## config.mk

```make
export PLATFORM = sky130hd
export DESIGN_NAME = dmem_arbiter
export DESIGN_NICKNAME = d
export VERILOG_FILES = /design/src/rtl/dmem_pkg.sv /design/src/rtl/dmem_watchdog.sv /design/src/rtl/dmem_arbiter.sv
export SDC_FILE = /design/constraint.sdc
export NUM_CORES = 1
export LEC_CHECK = 0
export CAP_MARGIN = 10
export CORE_MARGIN = 1.5
export CORE_UTILIZATION = 36
export CTS_CLUSTER_SIZE = 8
export DETAILED_ROUTE_END_ITERATION = 12
export PLACE_DENSITY_LB_ADDON = 0.12
export SYNTH_ARGS = -nofsm -noshare
export SYNTH_HDL_FRONTEND = slang
export SYNTH_SLANG_ARGS = --single-unit
```

## constraint.sdc

```tcl
create_clock -name clk -period 3.4 [get_ports clk]
set_input_delay 0.85 -clock clk [delete_from_list [all_inputs] [get_ports clk]]
set_output_delay 0.85 -clock clk [all_outputs]
set_load 0.01 [all_outputs]
```

## src/rtl/dmem_pkg.sv

```systemverilog
`default_nettype none
// +--------------------------------------------------------------------------+
// | dmem_pkg : shared types and constants for the data-memory arbiter        |
// | Rev 1.0  : initial release                                               |
// +--------------------------------------------------------------------------+
package dmem_pkg;

    typedef enum logic [2:0] {
        ARB_IDLE    = 3'd0,
        ARB_ISSUE   = 3'd1,
        ARB_WAIT_HI = 3'd2,
        ARB_WAIT_LO = 3'd3,
        ARB_DONE    = 3'd4
    } arb_state_e;

    // sign_mask field bits as understood by the memory block
    localparam logic [3:0] c_mask_signed = 4'b1000;
    localparam logic [3:0] c_mask_word   = 4'b0100;
    localparam logic [3:0] c_mask_half   = 4'b0010;
    localparam logic [3:0] c_mask_byte   = 4'b0001;

endpackage
`default_nettype wire

```

## src/rtl/dmem_watchdog.sv

```systemverilog
`default_nettype none
// +--------------------------------------------------------------------------+
// | dmem_watchdog : handshake cycle counter; flags the cycle whose enabled   |
// |                 increment would reach TIMEOUT                            |
// | Rev 1.0       : initial release                                          |
// +--------------------------------------------------------------------------+
module dmem_watchdog
    import dmem_pkg::*;
#(
    parameter int TIMEOUT = 16,
    parameter int TOW     = 5
) (
    input  logic clk,
    input  logic reset_n,
    input  logic i_clear,
    input  logic i_enable,
    output logic o_expired
);

    localparam logic [TOW-1:0] c_last = TOW'(TIMEOUT - 1);

    logic [TOW-1:0] r_count_q;
    logic [TOW-1:0] w_count_d;

    always_comb begin
        w_count_d = r_count_q;
        if (i_clear) begin
            w_count_d = '0;
        end else if (i_enable) begin
            w_count_d = r_count_q + TOW'(1);
        end
    end

    // Kept independent of i_enable so the caller can gate it without a loop
    assign o_expired = (r_count_q == c_last);

    always_ff @(posedge clk) begin
        if (!reset_n) begin
            r_count_q <= '0;
        end else begin
            r_count_q <= w_count_d;
        end
    end

endmodule
`default_nettype wire

```

## src/rtl/dmem_arbiter.sv

```systemverilog
`default_nettype none
// +--------------------------------------------------------------------------+
// | dmem_arbiter : round-robin sharing of the data-memory port between the   |
// |                load/store unit (port 0) and an auxiliary master (port 1) |
// | Rev 1.0      : initial release                                           |
// +--------------------------------------------------------------------------+
module dmem_arbiter
    import dmem_pkg::*;
#(
    parameter int TIMEOUT = 16,
    parameter int TOW     = 5
) (
    input  logic        clk,
    input  logic        reset_n,
    input  logic        p0_req,
    input  logic        p0_we,
    input  logic [31:0] p0_addr,
    input  logic [31:0] p0_wdata,
    input  logic [3:0]  p0_mask,
    output logic [31:0] p0_rdata,
    output logic        p0_done,
    output logic        p0_stall,
    input  logic        p1_req,
    input  logic        p1_we,
    input  logic [31:0] p1_addr,
    input  logic [31:0] p1_wdata,
    input  logic [3:0]  p1_mask,
    output logic [31:0] p1_rdata,
    output logic        p1_done,
    output logic        p1_stall,
    output logic [31:0] mem_addr,
    output logic [31:0] mem_wdata,
    output logic        mem_read,
    output logic        mem_write,
    output logic [3:0]  mem_mask,
    input  logic [31:0] mem_rdata,
    input  logic        mem_stall,
    output logic        err
);

    arb_state_e  r_state_q,    w_state_d;
    logic        r_gnt_q,      w_gnt_d;
    logic        r_rr_last_q,  w_rr_last_d;
    logic        r_we_q,       w_we_d;
    logic [31:0] r_addr_q,     w_addr_d;
    logic [31:0] r_wdata_q,    w_wdata_d;
    logic [3:0]  r_mask_q,     w_mask_d;
    logic [31:0] r_p0_rdata_q, w_p0_rdata_d;
    logic [31:0] r_p1_rdata_q, w_p1_rdata_d;
    logic        r_err_q,      w_err_d;

    logic        w_win;
    logic        w_wd_clear;
    logic        w_wd_en;
    logic        w_wd_expired;
    logic        w_load;
    logic [31:0] w_load_val;

    // Under contention the port that did not win last time goes next
    assign w_win = (p0_req && p1_req) ? ~r_rr_last_q : p1_req;

    dmem_watchdog #(
        .TIMEOUT (TIMEOUT),
        .TOW     (TOW)
    ) u_watchdog (
        .clk       (clk),
        .reset_n   (reset_n),
        .i_clear   (w_wd_clear),
        .i_enable  (w_wd_en),
        .o_expired (w_wd_expired)
    );

    always_comb begin
        w_state_d    = r_state_q;
        w_gnt_d      = r_gnt_q;
        w_rr_last_d  = r_rr_last_q;
        w_we_d       = r_we_q;
        w_addr_d     = r_addr_q;
        w_wdata_d    = r_wdata_q;
        w_mask_d     = r_mask_q;
        w_p0_rdata_d = r_p0_rdata_q;
        w_p1_rdata_d = r_p1_rdata_q;
        w_err_d      = r_err_q;
        w_wd_clear   = 1'b0;
        w_wd_en      = 1'b0;
        w_load       = 1'b0;
        w_load_val   = '0;

        case (r_state_q)
            ARB_IDLE: begin
                if (!mem_stall && (p0_req || p1_req)) begin
                    w_gnt_d     = w_win;
                    w_rr_last_d = w_win;
                    w_we_d      = w_win ? p1_we    : p0_we;
                    w_addr_d    = w_win ? p1_addr  : p0_addr;
                    w_wdata_d   = w_win ? p1_wdata : p0_wdata;
                    w_mask_d    = w_win ? p1_mask  : p0_mask;
                    w_wd_clear  = 1'b1;
                    w_state_d   = ARB_ISSUE;
                end
            end
            ARB_ISSUE: begin
                w_state_d = ARB_WAIT_HI;
            end
            ARB_WAIT_HI: begin
                if (mem_stall) begin
                    w_wd_clear = 1'b1;
                    w_state_d  = ARB_WAIT_LO;
                end else begin
                    w_wd_en = 1'b1;
                end
            end
            ARB_WAIT_LO: begin
                if (!mem_stall) begin
                    w_load     = ~r_we_q;
                    w_load_val = mem_rdata;
                    w_state_d  = ARB_DONE;
                end else begin
                    w_wd_en = 1'b1;
                end
            end
            ARB_DONE: begin
                w_state_d = ARB_IDLE;
            end
            default: begin
                w_state_d = ARB_IDLE;
            end
        endcase

        // A stuck handshake completes the access with zero data
        if (w_wd_en && w_wd_expired) begin
            w_err_d    = 1'b1;
            w_load     = 1'b1;
            w_load_val = '0;
            w_state_d  = ARB_DONE;
        end

        if (w_load) begin
            if (r_gnt_q) begin
                w_p1_rdata_d = w_load_val;
            end else begin
                w_p0_rdata_d = w_load_val;
            end
        end
    end

    always_ff @(posedge clk) begin
        if (!reset_n) begin
            r_state_q    <= ARB_IDLE;
            r_gnt_q      <= 1'b0;
            r_rr_last_q  <= 1'b1;
            r_we_q       <= 1'b0;
            r_addr_q     <= '0;
            r_wdata_q    <= '0;
            r_mask_q     <= '0;
            r_p0_rdata_q <= '0;
            r_p1_rdata_q <= '0;
            r_err_q      <= 1'b0;
        end else begin
            r_state_q    <= w_state_d;
            r_gnt_q      <= w_gnt_d;
            r_rr_last_q  <= w_rr_last_d;
            r_we_q       <= w_we_d;
            r_addr_q     <= w_addr_d;
            r_wdata_q    <= w_wdata_d;
            r_mask_q     <= w_mask_d;
            r_p0_rdata_q <= w_p0_rdata_d;
            r_p1_rdata_q <= w_p1_rdata_d;
            r_err_q      <= w_err_d;
        end
    end

    assign mem_read  = (r_state_q == ARB_ISSUE) && !r_we_q;
    assign mem_write = (r_state_q == ARB_ISSUE) &&  r_we_q;
    assign mem_addr  = r_addr_q;
    assign mem_wdata = r_wdata_q;
    assign mem_mask  = r_mask_q;

    assign p0_done  = (r_state_q == ARB_DONE) && !r_gnt_q;
    assign p1_done  = (r_state_q == ARB_DONE) &&  r_gnt_q;
    assign p0_rdata = r_p0_rdata_q;
    assign p1_rdata = r_p1_rdata_q;
    assign p0_stall = p0_req & ~p0_done;
    assign p1_stall = p1_req & ~p1_done;
    assign err      = r_err_q;

endmodule
`default_nettype wire

```

==> results_dict.tcl, run 1 <==
set metrics [dict create \
    outcome "completed" \
    hold_path_depth 2 \
    worst_pin_slew_ns 0.647 \
    yosys.cell_types.count 39 \
    fmax_ghz 0.335 \
    post_drt_wl_per_cell_um 15.8 \
    drive_gt1_share_pct 5.31 \
    holdWs_ns 0.452 \
    cp_top_family "buffers and inverters" \
    synth_enable_flop_cells 0 \
    viasPerCell 4.73 \
    rows 46 \
    period_minus_slack_ns 2.99 \
    fin_crit_sh_pct 87.8 \
    hp-start "p0_rdata[0]" \
    arrival_ns 2.14 \
    initial_utilization_pct 37.0 \
    io_buffers 313 \
    cp_max_fo 4 \
    r2r-end "p1_rdata[23]" \
    worstSetupPathType "input port to primary output" \
    yosysTopAreaCell "dfxtp_1" \
    synthTopCellsByArea "dfxtp_1 (49%), nand2_1 (15%), mux2i_1 (11%)" \
    synth_fp_nets 880 \
    crit_buf_inv 2 \
    nNetsFinal 1163 \
    synth.most_common_cell "nand2_1" \
    hold_path.class "register to register" \
    irDropWorstVdd_mv 0.331 \
    antenna_found_initial 1 \
    routed_wl_um 19200 \
    die_area_um2 17200 \
    grt_max_degree 142 \
    syn_inst 703 \
    r2r_slack_ns 1.21 \
    gp_congestion 0.814 \
    cts_max_level 4 \
    synth_top_area_share_pct 48.7 \
    grt_setup_unrepaired "false" \
    drc 0 \
    avgSynthCellArea_um2 8.43 \
    syn-cell-area_um2 5920 \
    maxCapViolCount 0 \
    rr_worst_depth 8 \
    crit_path_end_kind "primary output" \
    num_vias 5757 \
    p_leak_nw 3.73 \
    setup_viol 0 \
    path_clk_slew_ns 0.06 \
    drt_pre_antenna_iters 4 \
    cts_root_buf "clkbuf_16" \
    slew_viol_final 0 \
    clk_latency_ns 0.42 \
    ioPinCount 314 \
    start_kind "input port" \
    grt_pass1_vias 5920 \
    ys_seq_area_share_pct 48.7 \
    synth_warnings 0 \
    postCtsSetupRepairBufs 0 \
    core-area_um2 16000 \
    numCtsBuffers 17 \
    drt_first_iter_violations 215 \
    critPathMaxStageDelay_ns 0.57 \
    setup_tns_ns 0 \
    cts_resized 0 \
    postCtsHoldBufs 0 \
    synth_ff_type "dfxtp_1" \
    r2r-start "u_watchdog.r_count_q[0]" \
    fp.dieW_um 131 \
    cp_cell_sequence "clkdlybuf4s50_1 -> nor2b_1 -> clkdlybuf4s50_1" \
    cp_common_cell "clkdlybuf4s50_1" \
    dp_hpwl_um 13600 \
    drtAntennaViolNets 0 \
    power_density_nw_per_um2 451 \
    worstHoldEndpoint "p0_rdata[0]" \
    fin_worst_skew_ns 0.00831 \
    syn_to_final_growth_pct 64.3 \
    clk_path_buf_depth 2 \
    cp_slowest_cell "clkdlybuf4s50_1" \
    clock_sinks 144 \
    die_h_um 131 \
    ys_top_cells_by_count "nand2_1 (242), dfxtp_1 (144), a31oi_1 (69), o21ai_0 (69), mux2i_1 (65)" \
    cts_tree "built" \
    critPathRequiredTime_ns 2.55 \
    grtUsageTotal_pct 22.4 \
    grt_pass1_wl_um 30800 \
    async_flop_share_pct 0 \
    grt_overflow 0 \
    synth.ff_latch_count 144 \
    slew_headroom_pct 56.5 \
    hold_viol_final 0 \
]
## layout make-up
cell class / instances / area [um2]
Sequential cell: 144 / 2880
Antenna cell: 2 / 5.00
Timing Repair Buffer: 323 / 3260
Inverter: 2 / 7.51
Fill cell: 1481 / 6270
Clock inverter: 12 / 109
Tap cell: 216 / 270
Clock buffer: 20 / 467
Multi-Input combinational cell: 498 / 2740
## metal layers
| metal | wire length [um] | global-route usage [%] | vias to the layer above |
|---|---|---|---|
| met3 | 1780 | 9.34 | 43 |
| met5 | 0 | 0 | - |
| met2 | 9030 | 37.9 | 214 |
| met4 | 692 | 10.7 | 0 |
| met1 | 7680 | 24.4 | 2540 |
| li1 | - | - | 2960 |
## tightest hold or removal path: cells and delay by family, from the launching register on
| kind | cells | cell delay, ns |
|---|---|---|
| and+or+nand+nor | 1 | 0.05 |
| DFF | 1 | 0.30 |
| muxes | 1 | 0.05 |
## kinds of logic (layout without fill, tap and decap cells)
logic type               count (synthesis)  after routing  share of synthesized area (%)
adder cells (fa/ha/maj)                  2              2                          0.422
AO/OA/AOI/OAI                          151            151                           14.8
other                                    0              2                              0
buffers and inverters                   61            357                           5.34
flip-flops                             144            144                           48.7
AND/OR/NAND/NOR                        276            276                           19.2
multiplexers                            65             65                           11.0
XOR/XNOR                                 4              4                          0.592
## sequential cells by signal, indices dropped and copies added, names as in the netlist
register / cells
mem_addr: 32
p1_rdata: 32
r_gnt_q: 1
u_watchdog.r_count_q: 5
r_state_q: 3
mem_mask: 4
r_rr_last_q: 1
mem_wdata: 32
r_we_q: 1
p0_rdata: 32
err: 1
## through the flow
stage	util [%]	worst slack, ns	area, um2	std cells	total power [mW]
final	60.8	0.414	9730	1217	4.39
after global routing	60.8	0.328	9730	1216	4.60
after CTS	60.8	0.420	9730	1215	4.44
after detailed placement	57.2	0.427	9150	1183	2.63
after global placement	57.2	0.428	9150	1183	2.63
after floorplan	-	1.33	5920	703	2.18
## power by group
| group | internal [mW] | switching (mW) |
|---|---|---|
| logic | 0.428 | 0.325 |
| registers | 1.79 | 0.0561 |
| clock network | 1.06 | 0.735 |
| total | 3.28 | 1.12 |
## cell usage in the layout, fill, tap and decap left out, types with 2 or more instances in the layout
cell type	count
inv_6	2
o21ai_0	69
and3_1	3
o21ai_1	2
a21oi_4	2
nand2_1	241
a31oi_1	69
diode_2	2
nor2b_1	3
buf_4	7
a21oi_1	2
buf_12	4
ha_1	2
clkinvlp_4	5
nand3_1	2
nor3b_1	2
nand2b_1	5
nor2_1	9
mux2i_1	65
clkbuf_8	3
inv_1	2
clkinv_2	3
xnor2_1	3
clkdlybuf4s50_1	312
dfxtp_1	144
clkbuf_16	17
## worst max-delay path by stage
stage                   start                      end  slack (ns)  cells after the start
CTS                    p0_req                 p0_stall        0.42                      3
finish                 p0_req                 p0_stall        0.41                      3
global placement       p0_req                 p0_stall        0.43                      3
floorplan           mem_stall  u_watchdog.r_count_q[0]        1.33                      5
detailed placement     p0_req                 p0_stall        0.43                      3
global route           p0_req                 p0_stall        0.33                      3
Power figures use the tool's default switching activity.
==> inputs of run 2 (changes only) <==
--- a/config.mk
+++ b/config.mk
@@ -6,11 +6,11 @@
 export NUM_CORES = 1
 export LEC_CHECK = 0
 export CAP_MARGIN = 10
-export CORE_MARGIN = 1.5
-export CORE_UTILIZATION = 36
+export CORE_UTILIZATION = 44
 export CTS_CLUSTER_SIZE = 8
 export DETAILED_ROUTE_END_ITERATION = 12
 export PLACE_DENSITY_LB_ADDON = 0.12
 export SYNTH_ARGS = -nofsm -noshare
 export SYNTH_HDL_FRONTEND = slang
+export SYNTH_HIERARCHICAL = 1
 export SYNTH_SLANG_ARGS = --single-unit
==> results_dict.tcl, run 2 <==
set metrics [dict create \
    outcome "completed" \
    dpl_cell_area_um2 9470 \
    grt_overflow 0 \
    synth_enable_flop_cells 0 \
    grt_max_degree 63 \
    power_density_nw_per_um2 457 \
    clk_latency_ns 0.42 \
    synth_warnings 6 \
    rows 43 \
    drive_gt1_share_pct 12.5 \
    clk_path_buf_depth 2 \
    grtUsageTotal_pct 25.9 \
    die_h_um 121 \
    drc 0 \
    synth_ff_type "dfxtp_1" \
    totalPowerFinal_mw 4.62 \
    irDropWorstVdd_mv 0.370 \
    antenna_found_initial 1 \
    avgSynthCellArea_um2 8.94 \
    syn-cell-area_um2 6260 \
    synth.ff_latch_count 144 \
    syn_to_final_growth_pct 61.3 \
    drtAntennaViolNets 0 \
    cts_tree "built" \
    gp_congestion 0.799 \
    routed_wl_um 19100 \
    ioPinCount 314 \
    cts_max_level 4 \
    core-area_um2 13900 \
    syn_inst 701 \
    worstSetupPathType "input port to primary output" \
    critPathRequiredTime_ns 2.55 \
    ys_seq_area_share_pct 46.0 \
    async_flop_share_pct 0 \
    path_clk_slew_ns 0.06 \
    synth_fp_nets 878 \
    ys_top_cells_by_count "nand2_1 (173), dfxtp_1 (144), a21oi_1 (73)" \
    stdcell_area_um2 10100 \
    final_cell_mix "clkdlybuf4s50_1 (312), nand2_1 (172), dfxtp_1 (144)" \
    post_drt_wl_per_cell_um 16.1 \
    period_minus_slack_ns 2.97 \
    yosysTopAreaCell "dfxtp_1" \
    fin_crit_sh_pct 87.2 \
    initial_utilization_pct 45.1 \
    clock_sinks 144 \
    hold_viol_final 0 \
    synth_top_area_share_pct 46.0 \
    setup_viol 0 \
    nNetsFinal 1166 \
    postCtsHoldBufs 0 \
    crit_path_end_kind "primary output" \
    p_leak_nw 3.84 \
    maxCapViolCount 0 \
    dp_hpwl_um 13100 \
    num_vias 5983 \
    synthTopCellsByArea "dfxtp_1 (46%), mux2i_1 (11%), nand2_1 (10%)" \
    cts_root_buf "clkbuf_16" \
    rr_worst_depth 8 \
    synth.most_common_cell "nand2_1" \
    setup_tns_ns 0 \
    start_kind "input port" \
    fmax_ghz 0.337 \
    slew_headroom_pct 54.2 \
    hold_path.class "register to register" \
    grt_pass1_wl_um 29600 \
    grt_pass1_vias 5763 \
    fin_worst_skew_ns 0.00553 \
    final_common_cell "clkdlybuf4s50_1" \
    fp.dieW_um 121 \
    yosys.cell_types.count 38 \
    hold_path_depth 2 \
    drt_first_iter_violations 329 \
    io_buffers 313 \
    grt_setup_unrepaired "false" \
    worst_pin_slew_ns 0.685 \
    arrival_ns 2.12 \
    cp_max_fo 4 \
    viasPerCell 5.06 \
    drt_pre_antenna_iters 5 \
    die_area_um2 14700 \
    numCtsBuffers 17 \
    cts_resized 0 \
    slew_viol_final 0 \
    postCtsSetupRepairBufs 0 \
]
run 2: changes by cell type in the layout (fill, tap and decap cells not counted), moves of 3 or more:
cell       before  now
a21oi_1         2   72
a31oi_1        69    1
nand2_1       241  172
a21oi_2         0   68
bufinv_16       1    4
buf_12          4    9
run 2: kinds of logic (layout without fill, tap and decap cells):
kind of cell	count (synthesis)	in the layout	share of synthesized area, %
and+or+nand+nor	206	206	14.1
other	0	1	0
xor gates and xnor gates	1	1	0.140
adders and majority gates	2	2	0.399
DFF	144	144	46.0
muxes	67	67	10.7
buffers and inverters	61	362	6.41
AOI/OAI and AO/OA	220	220	22.2
run 2: layout make-up:
cell class	count	area, um2
Clock inverter	13	188
Antenna cell	1	2.50
Tap cell	180	225
Clock buffer	19	443
Inverter	2	7.51
Timing Repair Buffer	328	3360
Multi-Input combinational cell	496	3000
Sequential cell	144	2880
Fill cell	1097	3780
run 2: metrics by stage:
stage                     utilization, %  std cells  setup WS [ns]  hold WS (ns)
final                               72.8       1183          0.435         0.456
after global routing                72.8       1183          0.390         0.470
after CTS                           72.8       1182          0.431         0.459
after detailed placement            68.2       1150          0.433         0.448
after global placement              68.2       1150          0.452         0.442
after floorplan                        -        701           1.19         0.456
run 2: power by group:
| group | leakage, nW | switching, mW | internal (mW) |
|---|---|---|---|
| logic | 2.38 | 0.358 | 0.448 |
| clock network | 0.287 | 0.737 | 1.25 |
| registers | 1.17 | 0.0539 | 1.78 |
| total | 3.84 | 1.15 | 3.47 |
run 2: worst paths after layout:
| kind | startpoint | end | slack (ns) |
|---|---|---|---|
| max | p0_req | p0_stall | 0.43 |
| min | p0_rdata[1] | p0_rdata[1] | 0.46 |
| max reg2reg | u_watchdog/r_count_q[0] | p0_rdata[21] | 1.23 |
| min reg2reg | p0_rdata[1] | p0_rdata[1] | 0.46 |
run 2: worst max-delay path, stage by stage:
cell             delay (ns)
clkdlybuf4s50_1        0.57
nor2b_1                0.16
clkdlybuf4s50_1        0.54
run 2: per-layer routing:
layer	part of all wire, %	GRT usage [%]	up-vias
met3	8.3	9.30	40
met1	42	30.7	2765
met2	47	41.6	215
li1	-	-	2963
met4	3.2	12.0	0
met5	0	0	-
